**config.mk**
```make
export PLATFORM = sky130hd
export DESIGN_NAME = pipe_arbiter
export DESIGN_NICKNAME = d
export VERILOG_FILES = /design/src/rtl/pipe_pkg.sv /design/src/rtl/pipe_core.sv /design/src/rtl/pipe_arbiter.sv
export SDC_FILE = /design/constraint.sdc
export NUM_CORES = 1
export LEC_CHECK = 0
export BUFFER_PORTS_ARGS = -buffer_cell sky130_fd_sc_hd__clkbuf_2
export CAP_MARGIN = 15
export CELL_PAD_IN_SITES_DETAIL_PLACEMENT = 1
export CELL_PAD_IN_SITES_GLOBAL_PLACEMENT = 2
export CORE_MARGIN = 8
export CORE_UTILIZATION = 29
export DETAILED_ROUTE_END_ITERATION = 16
export GPL_TIMING_DRIVEN = 0
export MAX_ROUTING_LAYER = met4
export PLACE_DENSITY = 0.9
export SYNTH_ARGS = -nofsm -noshare
export SYNTH_HDL_FRONTEND = slang
export SYNTH_SLANG_ARGS = --single-unit
export TNS_END_PERCENT = 10
```
**constraint.sdc**
```tcl
create_clock -name clk -period 4.8 [get_ports clk]
set_input_delay 0.72 -clock clk [delete_from_list [all_inputs] [get_ports clk]]
set_output_delay 0.72 -clock clk [all_outputs]
set_load 0.02 [all_outputs]
```
**src/rtl/pipe_pkg.sv**
```systemverilog
`default_nettype none
// +--------------------------------------------------------------------+
// | pipe_pkg : shared constants and types for the pipelined arbiter    |
// | Rev 1.0                                                            |
// +--------------------------------------------------------------------+
package pipe_pkg;
  localparam int W_DEF = 10;
  localparam int NREQ  = 4;
  localparam int LAT   = 3;

  typedef logic [1:0] id_t;
endpackage
`default_nettype wire

```
**src/rtl/pipe_core.sv**
```systemverilog
`default_nettype none
// +--------------------------------------------------------------------+
// | pipe_core : 3-stage F=((A+B)+(C-D))*D datapath with valid/id band  |
// | Rev 1.0                                                            |
// +--------------------------------------------------------------------+
module pipe_core
  import pipe_pkg::*;
#(
  parameter int W = W_DEF
) (
  input  logic         clk,
  input  logic         rst,
  input  logic         i_hold,
  input  logic         i_valid,
  input  id_t          i_id,
  input  logic [W-1:0] i_a,
  input  logic [W-1:0] i_b,
  input  logic [W-1:0] i_c,
  input  logic [W-1:0] i_d,
  output logic         o_valid,
  output id_t          o_id,
  output logic [W-1:0] o_f,
  output logic [1:0]   o_inflight
);

  logic         r_v1, r_v2, r_v3;
  id_t          r_id1, r_id2, r_id3;
  logic [W-1:0] r_x1, r_x2, r_d1;
  logic [W-1:0] r_x3, r_d2;
  logic [W-1:0] r_f;
  logic [W-1:0] w_prod;

  // Product truncated to W bits by the assignment context.
  assign w_prod = r_x3 * r_d2;

  always_ff @(posedge clk or posedge rst) begin
    if (rst) begin
      r_v1  <= 1'b0;
      r_v2  <= 1'b0;
      r_v3  <= 1'b0;
      r_id1 <= '0;
      r_id2 <= '0;
      r_id3 <= '0;
      r_x1  <= '0;
      r_x2  <= '0;
      r_d1  <= '0;
      r_x3  <= '0;
      r_d2  <= '0;
      r_f   <= '0;
    end else if (!i_hold) begin
      r_v1  <= i_valid;
      r_id1 <= i_id;
      r_x1  <= i_a + i_b;
      r_x2  <= i_c - i_d;
      r_d1  <= i_d;

      r_v2  <= r_v1;
      r_id2 <= r_id1;
      r_x3  <= r_x1 + r_x2;
      r_d2  <= r_d1;

      r_v3  <= r_v2;
      // Result fields only refresh on a valid op so they hold across bubbles.
      if (r_v2) begin
        r_id3 <= r_id2;
        r_f   <= w_prod;
      end
    end
  end

  assign o_valid    = r_v3;
  assign o_id       = r_id3;
  assign o_f        = r_f;
  assign o_inflight = {1'b0, r_v1} + {1'b0, r_v2} + {1'b0, r_v3};

endmodule
`default_nettype wire

```
**src/rtl/pipe_arbiter.sv**
```systemverilog
`default_nettype none
// +--------------------------------------------------------------------+
// | pipe_arbiter : 4-way round-robin issue into a stallable pipeline   |
// | Rev 1.0                                                            |
// +--------------------------------------------------------------------+
module pipe_arbiter
  import pipe_pkg::*;
#(
  parameter int W = W_DEF
) (
  input  logic              clk,
  input  logic              rst,
  input  logic [NREQ-1:0]   req,
  input  logic [NREQ*W-1:0] op_a,
  input  logic [NREQ*W-1:0] op_b,
  input  logic [NREQ*W-1:0] op_c,
  input  logic [NREQ*W-1:0] op_d,
  output logic [NREQ-1:0]   gnt,
  output logic              out_valid,
  input  logic              out_ready,
  output logic [W-1:0]      out_f,
  output id_t               out_id,
  output logic [1:0]        inflight
);

  id_t             r_ptr;
  id_t             w_idx;
  id_t             w_cand;
  logic            w_found;
  logic            w_stall;
  logic [NREQ-1:0] w_gnt;
  logic [W-1:0]    w_a, w_b, w_c, w_d;

  assign w_stall = out_valid & ~out_ready;

  // Search starts one past the last granted requester.
  always_comb begin
    w_gnt   = '0;
    w_idx   = r_ptr;
    w_cand  = r_ptr;
    w_found = 1'b0;
    for (int k = 1; k <= NREQ; k++) begin
      w_cand = r_ptr + id_t'(k);
      if (!w_found && req[w_cand] && !rst && !w_stall) begin
        w_gnt[w_cand] = 1'b1;
        w_idx         = w_cand;
        w_found       = 1'b1;
      end
    end
  end

  always_comb begin
    w_a = op_a[W-1:0];
    w_b = op_b[W-1:0];
    w_c = op_c[W-1:0];
    w_d = op_d[W-1:0];
    for (int i = 0; i < NREQ; i++) begin
      if (w_idx == id_t'(i)) begin
        w_a = op_a[i*W +: W];
        w_b = op_b[i*W +: W];
        w_c = op_c[i*W +: W];
        w_d = op_d[i*W +: W];
      end
    end
  end

  // Pointer reset to 3 gives requester 0 first priority.
  always_ff @(posedge clk or posedge rst) begin
    if (rst) begin
      r_ptr <= id_t'(NREQ - 1);
    end else if (w_found) begin
      r_ptr <= w_idx;
    end
  end

  pipe_core #(.W(W)) u_core (
    .clk        (clk),
    .rst        (rst),
    .i_hold     (w_stall),
    .i_valid    (w_found),
    .i_id       (w_idx),
    .i_a        (w_a),
    .i_b        (w_b),
    .i_c        (w_c),
    .i_d        (w_d),
    .o_valid    (out_valid),
    .o_id       (out_id),
    .o_f        (out_f),
    .o_inflight (inflight)
  );

  assign gnt = w_gnt;

endmodule
`default_nettype wire

```
==> impl_metrics.ini <==
[global_routing]
antenna_found_initial = 0
grt_max_degree = 29
grt_pass1_vias = 6511
grt_pass1_wl_mm = 34.19
grt_usage_pct = 15.71
globalRoute.totalOverflow = 0

[sta]
worst_slew_pin_slew_ps = 707.3
rsz0062_at_grt = true
hold_viol = 0
fmax_mhz = 211.2
finalClockSkew_ps = 5.457
setup_viol = 0
fin_ws_ps = 65.06
min_period_ps = 4735
drv_slew = 0
relSlewSlack_pct = 52.59
fin_crit_sh_pct = 98.64

[floorplan]
die-area_um2 = 27470
die_h_um = 165.8
core_area_um2 = 21890
die_w_um = 165.8
rows = 54
ioPinCount = 186
initial_core_util_pct = 29.71

[cells_and_area]
antenna_cells = 0
areaGrowthSynthToFinish_pct = 35.40
fillers = 2617
fin_area_um2 = 8806
finalNonFillerCells = 1220
drive_gt1_share_pct = 37.13
nNetsFinal = 1187
finalCoreUtilization_pct = 40.23

[clock_network]
cts_tree = built
insertion_delay_ps = 350
numCtsBuffers = 9
ctsRootBufferMaster = clkbuf_16
cts_max_level = 3
clk_path_buf_depth = 2
clk_transition_reported_paths_ps = 60
clock-sinks = 71

[synth]
yosysWarnings = 0
yosysTopAreaCellShare_pct = 26.55
syn-num-nets = 936
postSynthRegisterBits = 71
synthArstFlopShare_pct = 100.0
avgSynthCellArea_um2 = 9.508
syn_inst = 684
synth_top_area_cell = dfrtp_1
yosys.cell_types.count = 43
ys_seq_area_share_pct = 27.36
synth.top_cells.by_area = dfrtp_1, ha_1, mux4_2, fa_1, nand2_1
syn_area_um2 = 6504
synth_edf_count = 0
synth_top_flop_cell = dfrtp_1

[detailed_routing]
wl_mm = 22.66
drt-initial-drc-count = 187
wl_per_cell_um = 18.58
ant_nets = 0
via_per_inst = 4.834
vias = 5898
route.detailed.drc = 0
dr.pass1.iters = 4

[worst_setup_path]
path_max_fanout = 6
cp.arrival_ps = 4950
start_kind = register
path_class = register to register
endpoint_kind = register
required_ps = 5020

[placed_design]
dp_cells = 1151
finalWeightedCongestion = 0.7984
dp_hpwl_mm = 17.21
io_buffers = 185
place_ws_ps = -544.8
place_area_um2 = 7910

[hold_path]
min_path_type = input port to async pin

[run_status]
status = finished, final reports clean

[job]
maxCapViolations = 0
layer usage:
layer	part of all wire (%)	vias to the layer above	GRT usage, %
met5	0	-	-
met4	1.8	0	3.487
met3	5.6	30	4.070
met2	51	190	26.87
met1	42	2872	18.20
li1	-	2806	-
layout make-up:
class,instances,area (um^2),area share [%]
timing repair inverter,1,5.005,0.05683
clock inverter,6,68.82,0.7815
clock buffer,10,229.0,2.600
inverter,54,212.7,2.415
multi-input combinational,526,4521,51.34
buffer,31,226.5,2.572
timing repair buffer,241,1414,16.06
tap,280,350.3,3.978
sequential,71,1779,20.20
sequential cells by signal, summed over array words and instances (netlist names), 10 cells and up:
name / cells
u_core.r_x1: 10
u_core.r_x3: 10
u_core.r_d2: 10
u_core.o_f: 10
u_core.r_d1: 10
u_core.r_x2: 10
cells in the mapped netlist (3+ instances only):
master	n
a211oi_1	3
a21boi_0	3
a21o_1	10
a21oi_1	44
a222oi_1	4
and2_1	31
buf_2	7
buf_6	4
clkbuf_1	19
dfrtp_1	69
fa_1	26
ha_1	59
inv_1	53
mux2_2	13
mux2i_1	20
mux4_2	29
nand2_1	118
nand2b_1	7
nor2_1	44
nor2b_1	5
o21ai_0	33
o21bai_1	4
o31ai_1	4
or2_1	3
xnor2_1	34
xor2_1	16
critical path, stage by stage (launching register included):
cell        delay [ps]
dfstp_2            590
clkinvlp_4         130
ha_4               290
mux4_2             380
buf_6              170
o31ai_4            220
a22oi_1            100
mux2_4             320
buf_12             150
buf_8              140
mux4_2             450
inv_2               90
ha_4               150
fa_2               210
nor2b_1             50
o21ai_1            230
a21boi_2           100
o21ai_1            170
nand2b_1            90
a21o_1             180
a21oi_2            130
xor2_1             200
o21ai_1             80
kinds of logic (layout without fill, tap and decap cells):
kind of cell,after synthesis,in the layout,share of synthesized area (%)
AOI/OAI and AO/OA,113,113,10.20
adders and majority gates,85,85,19.35
buffers and inverters,87,343,5.733
muxes,63,63,15.60
DFF,71,71,27.36
xor gates and xnor gates,51,51,6.984
and+or+nand+nor,214,214,14.78
repair_timing:
action                     in CTS  in global routing
setup endpoints to repair      10                  5
hold endpoints to repair        0                  0
pin swaps                       7                 34
cloned                          0                  2
setup buffers                  15                 38
hold buffers                    0                  0
gates resized for setup         9                 36
per-stage QoR:
step | setup TNS [ps] | hold WS [ps]
floorplan | -1258 | 434.8
global placement | -17050 | 450.8
detailed placement | -3536 | 462.6
CTS | 0 | 476.7
global route | -306.3 | 500.7
finish | 0 | 456.7
cells in the final DEF (no fill, tap or decap), types with 3 or more instances in the layout:
cell / Yosys / final
xnor2_1: 34 / 34
nand2_1: 118 / 117
nor2_1: 44 / 44
xor2_1: 16 / 16
mux2i_1: 20 / 18
a21oi_2: 0 / 6
a222oi_1: 4 / 4
dfrtp_1: 69 / 69
ha_4: 0 / 4
buf_4: 2 / 49
fa_1: 26 / 24
or2_1: 3 / 3
o31ai_1: 4 / 3
o21bai_1: 4 / 4
clkbuf_16: 0 / 10
a21o_1: 10 / 10
buf_6: 4 / 5
inv_1: 53 / 49
clkbuf_2: 0 / 186
o21ai_1: 2 / 9
nand2b_1: 7 / 7
clkinvlp_4: 0 / 3
o21ai_2: 0 / 3
a21oi_1: 44 / 37
mux4_2: 29 / 29
o21ai_0: 33 / 23
a211oi_1: 3 / 3
clkbuf_1: 19 / 20
mux2_2: 13 / 13
nor2b_1: 5 / 4
and2_1: 31 / 31
buf_12: 0 / 8
ha_1: 59 / 54
path summary, 6_finish.rpt:
| check | slack (ps) | end | start | cells past startpoint |
|---|---|---|---|---|
| max in group asynchronous | 3400 | r_ptr[0] | rst | 4 |
| min in group clk | 470 | u_core.o_f[5] | u_core.o_f[5] | 2 |
| max | 70 | u_core.r_x2[8] | r_ptr[0] | 22 |
| min reg2reg | 470 | u_core.o_f[5] | u_core.o_f[5] | 2 |
| min | 460 | u_core.r_v1 | rst | 2 |
| max reg2reg | 70 | u_core.r_x2[8] | r_ptr[0] | 22 |
Power is not shown: default switching activity piles up to over one toggle a cycle in this logic, so the estimate is an artifact.
